## src/rtl/fv_enc_pkg.sv

```systemverilog
`default_nettype none
// ============================================================================
//  Module   : fv_enc_pkg
//  Brief    : Shared types, modulus constant and modular-add helper for fv_enc
//  Revision : 1.0 - initial release
// ============================================================================
package fv_enc_pkg;

   localparam int unsigned FV_QW = 64;
   localparam logic [FV_QW-1:0] FV_Q = 64'hFFFF_FFFF_0000_0001;

   typedef logic [FV_QW-1:0] coef_t;

   typedef struct packed {
      logic  last;
      coef_t coef;
   } beat_t;

   // Both operands must already be reduced below q, so one subtract is enough.
   function automatic coef_t add_mod(input coef_t a, input coef_t b, input coef_t q);
      logic [FV_QW:0] s;
      s = {1'b0, a} + {1'b0, b};
      if (s >= {1'b0, q}) begin
         s = s - {1'b0, q};
      end
      return s[FV_QW-1:0];
   endfunction

endpackage
`default_nettype wire

```

## src/rtl/coef_fifo.sv

```systemverilog
`default_nettype none
// ============================================================================
//  Module   : coef_fifo
//  Brief    : Synchronous FIFO of beat_t entries with registered storage
//  Revision : 1.0 - initial release
// ============================================================================
module coef_fifo
   import fv_enc_pkg::*;
#(
   parameter int unsigned DEPTH = 16
)
(
   input  logic  clk,
   input  logic  a_rst_n,
   input  logic  push,
   input  logic  pop,
   input  beat_t wdata,
   output beat_t rdata,
   output logic  full,
   output logic  empty
);

   localparam int unsigned AW = $clog2(DEPTH);

   logic [AW-1:0] wr_ptr_q, wr_ptr_d;
   logic [AW-1:0] rd_ptr_q, rd_ptr_d;
   logic [AW:0]   cnt_q, cnt_d;
   beat_t         mem_q [DEPTH];

   always_comb begin
      wr_ptr_d = wr_ptr_q;
      rd_ptr_d = rd_ptr_q;
      cnt_d    = cnt_q;
      if (push) begin
         wr_ptr_d = wr_ptr_q + 1'b1;
      end
      if (pop) begin
         rd_ptr_d = rd_ptr_q + 1'b1;
      end
      case ({push, pop})
         2'b10:   cnt_d = cnt_q + 1'b1;
         2'b01:   cnt_d = cnt_q - 1'b1;
         default: cnt_d = cnt_q;
      endcase
   end

   always_ff @(posedge clk or negedge a_rst_n) begin
      if (!a_rst_n) begin
         wr_ptr_q <= '0;
         rd_ptr_q <= '0;
         cnt_q    <= '0;
      end else begin
         wr_ptr_q <= wr_ptr_d;
         rd_ptr_q <= rd_ptr_d;
         cnt_q    <= cnt_d;
      end
   end

   // Storage needs no reset: the pointers and count define what is valid.
   always_ff @(posedge clk) begin
      if (push) begin
         mem_q[wr_ptr_q] <= wdata;
      end
   end

   assign rdata = mem_q[rd_ptr_q];
   assign full  = (cnt_q == (AW+1)'(DEPTH));
   assign empty = (cnt_q == '0);

endmodule
`default_nettype wire

```

## src/rtl/poly_add_mod.sv

```systemverilog
`default_nettype none
// ============================================================================
//  Module   : poly_add_mod
//  Brief    : Joins product stream z with operand stream e, emits (z+e) mod Q
//  Revision : 1.0 - initial release
// ============================================================================
module poly_add_mod
   import fv_enc_pkg::*;
#(
   parameter int unsigned      N     = 16,
   parameter int unsigned      QW    = FV_QW,   // must match the package coefficient width
   parameter logic [QW-1:0]    Q     = FV_Q,
   parameter int unsigned      DEPTH = N
)
(
   input  logic          clk,
   input  logic          a_rst_n,
   input  logic          z_vld,
   output logic          z_rdy,
   input  logic [QW-1:0] z,
   input  logic          z_last,
   input  logic          e_vld,
   output logic          e_rdy,
   input  logic [QW-1:0] e,
   input  logic          e_last,
   output logic          c_vld,
   input  logic          c_rdy,
   output logic [QW-1:0] c,
   output logic          c_last,
   output logic          ovf,
   output logic          frm_err
);

   localparam int unsigned CW       = (N > 1) ? $clog2(N) : 1;
   localparam logic [CW-1:0] LAST_CNT = CW'(N - 1);

   beat_t         wbeat;
   beat_t         head;
   logic          fifo_full;
   logic          fifo_empty;
   logic          push;
   logic          pop;
   logic          ld;
   logic          frm_hit;
   logic [QW-1:0] c_next;

   logic          c_vld_q, c_vld_d;
   logic [QW-1:0] c_q, c_d;
   logic          c_last_q, c_last_d;
   logic          ovf_q, ovf_d;
   logic          frm_err_q, frm_err_d;
   logic [CW-1:0] cnt_q, cnt_d;

   // A full FIFO still accepts z when the head leaves in the same cycle.
   assign ld    = !c_vld_q || c_rdy;
   assign e_rdy = !fifo_empty && ld;
   assign pop   = e_vld && e_rdy;
   assign push  = z_vld && (!fifo_full || pop);
   assign z_rdy = !fifo_full;

   always_comb begin
      wbeat      = '0;
      wbeat.last = z_last;
      wbeat.coef = z;
   end

   coef_fifo #(
      .DEPTH (DEPTH)
   ) u_fifo (
      .clk     (clk),
      .a_rst_n (a_rst_n),
      .push    (push),
      .pop     (pop),
      .wdata   (wbeat),
      .rdata   (head),
      .full    (fifo_full),
      .empty   (fifo_empty)
   );

   assign c_next = add_mod(head.coef, e, Q);

   assign frm_hit = (head.last != e_last)
                 || ( head.last && (cnt_q != LAST_CNT))
                 || (!head.last && (cnt_q == LAST_CNT));

   always_comb begin
      c_vld_d   = c_vld_q;
      c_d       = c_q;
      c_last_d  = c_last_q;
      ovf_d     = ovf_q;
      frm_err_d = frm_err_q;
      cnt_d     = cnt_q;
      if (pop) begin
         c_d      = c_next;
         c_last_d = head.last;
         c_vld_d  = 1'b1;
         cnt_d    = head.last ? '0 : cnt_q + 1'b1;
         if (frm_hit) begin
            frm_err_d = 1'b1;
         end
      end else if (c_rdy) begin
         c_vld_d = 1'b0;
      end
      if (z_vld && fifo_full && !pop) begin
         ovf_d = 1'b1;
      end
   end

   always_ff @(posedge clk or negedge a_rst_n) begin
      if (!a_rst_n) begin
         c_vld_q   <= 1'b0;
         c_q       <= '0;
         c_last_q  <= 1'b0;
         ovf_q     <= 1'b0;
         frm_err_q <= 1'b0;
         cnt_q     <= '0;
      end else begin
         c_vld_q   <= c_vld_d;
         c_q       <= c_d;
         c_last_q  <= c_last_d;
         ovf_q     <= ovf_d;
         frm_err_q <= frm_err_d;
         cnt_q     <= cnt_d;
      end
   end

   assign c_vld   = c_vld_q;
   assign c       = c_q;
   assign c_last  = c_last_q;
   assign ovf     = ovf_q;
   assign frm_err = frm_err_q;

endmodule
`default_nettype wire
```

## config.mk

```make
export PLATFORM = sky130hd
export DESIGN_NAME = poly_add_mod
export DESIGN_NICKNAME = d
export VERILOG_FILES = /design/src/rtl/fv_enc_pkg.sv /design/src/rtl/coef_fifo.sv /design/src/rtl/poly_add_mod.sv
export SDC_FILE = /design/constraint.sdc
export NUM_CORES = 1
export LEC_CHECK = 0
export CAP_MARGIN = 20
export CORE_MARGIN = 2
export CORE_UTILIZATION = 40
export DETAILED_ROUTE_END_ITERATION = 10
export MAX_ROUTING_LAYER = met4
export SYNTH_ARGS = -nofsm -noshare
export SYNTH_HDL_FRONTEND = slang
export SYNTH_SLANG_ARGS = --single-unit
```

## constraint.sdc

```tcl
create_clock -name clk -period 10.3 [get_ports clk]
set_input_delay 2.06 -clock clk [delete_from_list [all_inputs] [get_ports clk]]
set_output_delay 2.06 -clock clk [all_outputs]
set_load 0.02 [all_outputs]
```

---- After elaboration in Yosys (flattened, before gate mapping) ----
Memories as Yosys holds them, arrays and structs flattened.
Index checks and enable logic that the tools add are counted.
W data, S select, Z words.
word-level totals
  memories ................................ 1
  RAM bits ................................ 1,040
  register bits ........................... 85
  output and inout port bits .............. 70
memories
  name          depth  bits a word  read ports  clocked after Yosys merged registers in  wr ports  line             RTL
  u_fifo.mem_q  16     65           1           0                                        1         coef_fifo.sv:28  beat_t mem_q [DEPTH];
cells by class
  mux-type cells .......................... 7
  equality and inequality tests ........... 6
  $lt $le $gt $ge ......................... 1
  reduce and logical (&&, ||, !) cells .... 20
  add/sub/neg operators ................... 7
operators with widths
  operator                  count
  $add A64 B64 Y65          1
  $ge A65 B64 Y1 const B    1
  $mux W64                  1
  $sub A64 B64 Y64 const B  1
  $add A4 B1 Y4 const B     3
  $pmux W5 S2               1
  $logic_and A1 B1 Y1       7
  $add A5 B1 Y5 const B     1
  $eq A5 B5 Y1 const B      1
  $logic_not A1 Y1          5
  $logic_not A5 Y1          1
  $sub A5 B1 Y5 const B     1
  $eq A4 B4 Y1 const B      1
  $logic_or A1 B1 Y1        4
  $mux W1                   4
  $mux W4                   1
  $ne A4 B4 Y1 const B      1
  $reduce_bool A2 Y1        2
  $eq A2 B1 Y1 const B      1
  $eq A2 B2 Y1 const B      1
  $reduce_and A2 Y1         1
  $ne A1 B1 Y1              1

---- Logic depth before layout (Yosys ltp) ----
  depth after elaboration ................. 8
  gate-level depth with buffers ........... 23

---- By module ----
From an unflattened synthesis, not the netlist that was laid out.
second synthesis, totals
  cells, all modules ...................... 2,939
  area total of the unflattened synthesis .. 49,163.4 um^2
modules (own cells, without submodules)
  module        cells each  seq. area each (um^2)  times used  area each (um^2)
  coef_fifo     1,677       31,555.3               1           39,689.3
  poly_add_mod  1,262       1,801.7                1           9,474.1

---- Least setup slack after synthesis ----
OpenSTA, ideal clock, no wires.
  path kind ............................... input-to-reg
  start ................................... input c_rdy
  end ..................................... memory u_fifo.mem_q[0][0] in the netlist's numbering, enable pin
  required time ........................... 9.652 ns
  stages on the path ...................... 8
  path buffers ............................ 1
  data arrival time ....................... 9.811 ns
  path slack .............................. -0.160 ns
  setup time .............................. 0.648 ns
  path through ............................ nand2b_1 > a21boi_0 > nand2_1 > inv_1 > o21a_1 > clkbuf_1 > inv_1 > nor4_1
on the way
  cells in the longest elaborated chain, start to end .. 7
RTL lines
  element                        line                RTL
  from (decl)                    poly_add_mod.sv:27  input logic c_rdy,
  $logic_or A1 B1 Y1             poly_add_mod.sv:55  assign ld = !c_vld_q || c_rdy;
  $logic_and A1 B1 Y1            poly_add_mod.sv:56  assign e_rdy = !fifo_empty && ld;
  via e_rdy                      poly_add_mod.sv:23  output logic e_rdy,
  $logic_and A1 B1 Y1            poly_add_mod.sv:57  assign pop = e_vld && e_rdy;
  $logic_or A1 B1 Y1             poly_add_mod.sv:58  assign push = z_vld && (!fifo_full || pop);
  $logic_and A1 B1 Y1            poly_add_mod.sv:58
  $mux W1                        coef_fifo.sv:61     if (push) begin
  $mux W1 (implied by the code)  coef_fifo.sv:62     mem_q[wr_ptr_q] <= wdata;
  to (decl)                      coef_fifo.sv:28
The timed path passes the listed nets, and every way through them passes these cells.

---- Worst setup path after layout ----
  start ................................... register u_fifo.rd_ptr_q[0]
  end ..................................... register c_q[43], in the netlist c[43]
on the way
  cells in the longest elaborated chain, start to end .. 4
  elaborated cells on any way between the ends .. 5
  those cells by class .................... add/sub: 2; order compare: 1; mux: 1; memory: 1
RTL lines
  element                                                    line                                RTL
  from (decl)                                                coef_fifo.sv:26                     logic [AW-1:0] rd_ptr_q, rd_ptr_d;
  from (signal assigned)                                     coef_fifo.sv:54                     rd_ptr_q <= rd_ptr_d;
  $mem_v2 Z16 W65 *                                          n/a
  $add A64 B64 Y65 *                                         fv_enc_pkg.sv:22                    s = {1'b0, a} + {1'b0, b};
  $sub A64 B64 Y64 / $ge A65 B64 Y1 (equally long branches)  fv_enc_pkg.sv:24, fv_enc_pkg.sv:23
  $mux W64 *                                                 fv_enc_pkg.sv:23                    if (s >= {1'b0, q}) begin
  to (signal assigned)                                       poly_add_mod.sv:112                 c_q <= '0;
  to (signal assigned)                                       poly_add_mod.sv:119                 c_q <= c_d;
  to (decl)                                                  poly_add_mod.sv:48                  logic [QW-1:0] c_q, c_d;
Mark *: on every way between the ends. The rest lies on a longest branch, timed or not.
A chain may end at the register's enable or synchronous reset.

==> impl_metrics.yaml <==
floorplanning:
  die_h_um: 354
  boundaryPins: 205
  initial_core_util_pct: 40.3
  placementRows: 128
  die-area_um2: 125000
  core_area_um2: 122000
  die_x_um: 354
power_and_ir_drop:
  p_sw_share_pct: 41.1
  seqPwrFrac_pct: 30.6
  vdd_drop_max_v: 0.000195
  power.internal_mw: 11.5
  switchingPower_mw: 8.04
  clkPwrFrac_pct: 20.5
  p_leak_nw: 18.0
  power_density_nw_per_um2: 346
  p_comb_share_pct: 48.9
sta:
  fmax_ghz: 0.123
  finalHoldViolCount: 0
  maxSlewHeadroom_pct: 28.0
  clock-skew-final_ns: 0.0182
  period_needed_ns: 8.12
  fin_tns_setup_ns: 0
  rsz0062_at_grt: "false"
  setup_violations: 0
  fin_crit_sh_pct: 78.8
  max_slew.worst_pin.slew_ns: 1.07
  final_max_slew_viol_count: 0
worst_setup_path:
  crit_top_cell: "buf_4"
  cp_top_family: "compound AO/OA/AOI/OAI gates"
  startpoint_type: "register"
  cp_max_fo: 40
  path_depth: 18
  critPathRequiredTime_ns: 10.90
  path_class: "register to register"
  r2r-start: "u_fifo.rd_ptr_q[0]"
  arrival_ns: 8.72
  cp_cell_sequence: "buf_4 -> mux4_2 -> mux4_2 -> ha_1 -> a211oi_2 -> o21ai_1 -> a22o_1 -> a2111oi_0 -> buf_4 -> o21ai_1 -> a31o_2 -> a31oi_1 -> xor2_1 -> or4_1 -> o21ai_2 -> buf_4 -> a31oi_1 -> o31ai_1"
  cp-endpoint: "c[43]"
  cp-startpoint: "u_fifo.rd_ptr_q[0]"
  reg2reg_slack_ns: 2.18
  worst_setup_path_end_kind: "register"
  rr_endpoint: "c[43]"
  critPathBufInv: 3
  max_stage_delay_ns: 1.09
  reg2regPathDepth: 18
  crit_slowest_cell: "dfrtp_4"
routing:
  drtIter0Drc: 3105
  wl_per_cell_um: 28.8
  vias: 28048
  vias_per_cell: 5.90
  antenna_left: 0
  drc: 0
  drt_wl_total_mm: 137
  drtPass1Iterations: 5
yosys:
  async_reset_ff_share_pct: 7.56
  synth_area_per_cell_um2: 17.5
  synthCells: 2803
  syn-num-nets: 3016
  synthTopCellsByArea: "edfxtp_1 (64%), mux4_2 (15%), dfrtp_1 (4.3%)"
  ys_types: 83
  synth_most_common_cell: "edfxtp_1"
  yosys_warnings: 0
  yosys.area.top_type_share_pct: 63.8
  ys.flop_type: "edfxtp_1"
  ys_seq_elements: 1125
  ys_top_cells_by_count: "edfxtp_1 (1040), mux4_2 (325), nand2_1 (159)"
  yosys.area.top_type: "edfxtp_1"
  synth_edf_count: 1040
  yosysSeqAreaShare_pct: 68.2
  synth_area_um2: 48900
job:
  max_cap_violations: 0
cts:
  clockBufferDepth: 3
  ctsResizeCount: 0
  postCtsSetupBuffers: 0
  clock-sinks: 1125
  postCtsHoldBufs: 0
  htreeDepth: 3
  cts.clk_slew.worst_paths_ns: 0.06
  clk-insertion-delay-late_ns: 0.72
  cts_tree: "yes"
  ctsRootBufferMaster: "clkbuf_16"
  cts-buffers-inserted: 111
global_routing:
  gr-total-overflow: 0
  grt_max_degree: 82
  grt_use_total_pct: 22.4
  grt_pass1_vias: 28229
  grt_pass1_wl_mm: 198
  antenna_found_initial: 11
final_layout:
  layout.nets: 3236
  drive_gt1_share_pct: 18.8
  finish.utilization_pct: 46.6
  area_growth_pct: 15.7
  fin_cells: 4750
status:
  outcome: "complete, no violations"
placement:
  placed_cells: 4534
  numPortBuffers: 204
  routabilityCongestion: 0.966
  dpl.hpwl_mm: 86.0
min_path:
  min_path_type: "register to register"
[layout make-up]
class / count / area [um2]
diodes: 9 / 22.5
clock buffers: 137 / 2880
clock inverters: 69 / 712
fillers: 10198 / 64900
inverters: 28 / 106
multi-input cells: 1501 / 15000
flip-flops and latches: 1125 / 33400
well taps: 1625 / 2030
repair buffers: 256 / 2520
[routing by layer]
layer  share of wire (%)  routed length (um)  vias to the layer above  GRT usage, %
met5                   0                   0                        -             -
met1                  44               60000                    14785          31.6
li1                    -                   -                    12034             -
met2                  47               64200                     1073          34.4
met3                 7.0                9620                      156          3.39
met4                 2.0                2770                        0          5.51
[state kept, by name (all words and copies together) (netlist names)]
signal / cells
c_vld: 1
u_fifo.mem_q: 1040
frm_err: 1
cnt_q: 4
u_fifo.wr_ptr_q: 4
u_fifo.cnt_q: 5
ovf: 1
u_fifo.rd_ptr_q: 4
c: 64
c_last: 1
[layout by cell type (no fill, tap or decap), types with 9 or more instances in the layout]
cell type and n:
nor3_1 27, o21bai_1 9, o31ai_1 23, mux4_2 325, nand3_1 44, a31oi_1 50, nor4_1 14, clkbuf_1 26
bufinv_16 12, nor2_1 138, or4_1 19, o21a_1 17, a21oi_1 102, ha_1 76, and2_1 14, xnor2_1 43
clkinv_2 12, diode_2 9, edfxtp_1 1040, clkinv_1 35, a2111oi_0 9, a31o_2 10, o21ai_1 13, dfrtp_1 81
nand4_1 47, nand2_1 158, o2111ai_1 11, xor2_1 25, o211ai_1 16, buf_4 46, clkbuf_16 111, or3_1 23
a21o_1 26, and3_1 10, clkdlybuf4s50_1 203, o21ai_0 92, inv_1 27, and4_1 12
[how the worst min path moves through the flow]
stage / start / endpoint / cells past startpoint
after floorplan: cnt_q[2] / cnt_q[2] / 1
after global placement: ovf / ovf / 1
after CTS: ovf / ovf / 1
after global routing: ovf / ovf / 1
after detailed placement: ovf / ovf / 1
final: ovf / ovf / 1
[power by group through the flow]
stage / Sequential, mW / Clock (mW) / Combinational, mW
after detailed placement: 6.10 / 0 / 9.44
after floorplan: 6.00 / 0 / 6.29
after global routing: 6.06 / 4.25 / 10.3
after CTS: 6.00 / 4.08 / 9.48
final: 5.99 / 4.01 / 9.57
after global placement: 6.06 / 0 / 9.39
[metrics by stage]
step / power, mW / setup slack, ns / instance area, um2 / hold slack, ns
floorplan: 12.3 / -0.160 / 48900 / 0.464
global placement: 15.4 / 2.05 / 53000 / 0.450
detailed placement: 15.5 / 2.10 / 53000 / 0.455
CTS: 19.6 / 2.13 / 56600 / 0.468
global route: 20.6 / 1.53 / 56600 / 0.489
finish: 19.6 / 2.18 / 56600 / 0.467
[cells by family (layout without fill, tap and decap cells)]
kind of cell	after synthesis	in the layout	synth area share, %
adders and majority gates	78	78	2.03
xor gates and xnor gates	68	68	1.22
muxes	336	336	15.2
AOI/OAI and AO/OA	460	460	6.28
DFF	1125	1125	68.2
buffers and inverters	177	490	1.42
and+or+nand+nor	559	559	5.69
other	0	9	0
[worst register-to-register path, delay by kind of cell (launching register included)]
| family | cells | cell delay, ns |
|---|---|---|
| AND/OR/NAND/NOR | 1 | 0.69 |
| flip-flops | 1 | 1.09 |
| AO/OA/AOI/OAI | 10 | 3.25 |
| adder cells (fa/ha/maj) | 1 | 0.40 |
| buffers and inverters | 3 | 1.12 |
| XOR/XNOR | 1 | 0.25 |
| multiplexers | 2 | 1.17 |
(Power assumes the default switching activity.)
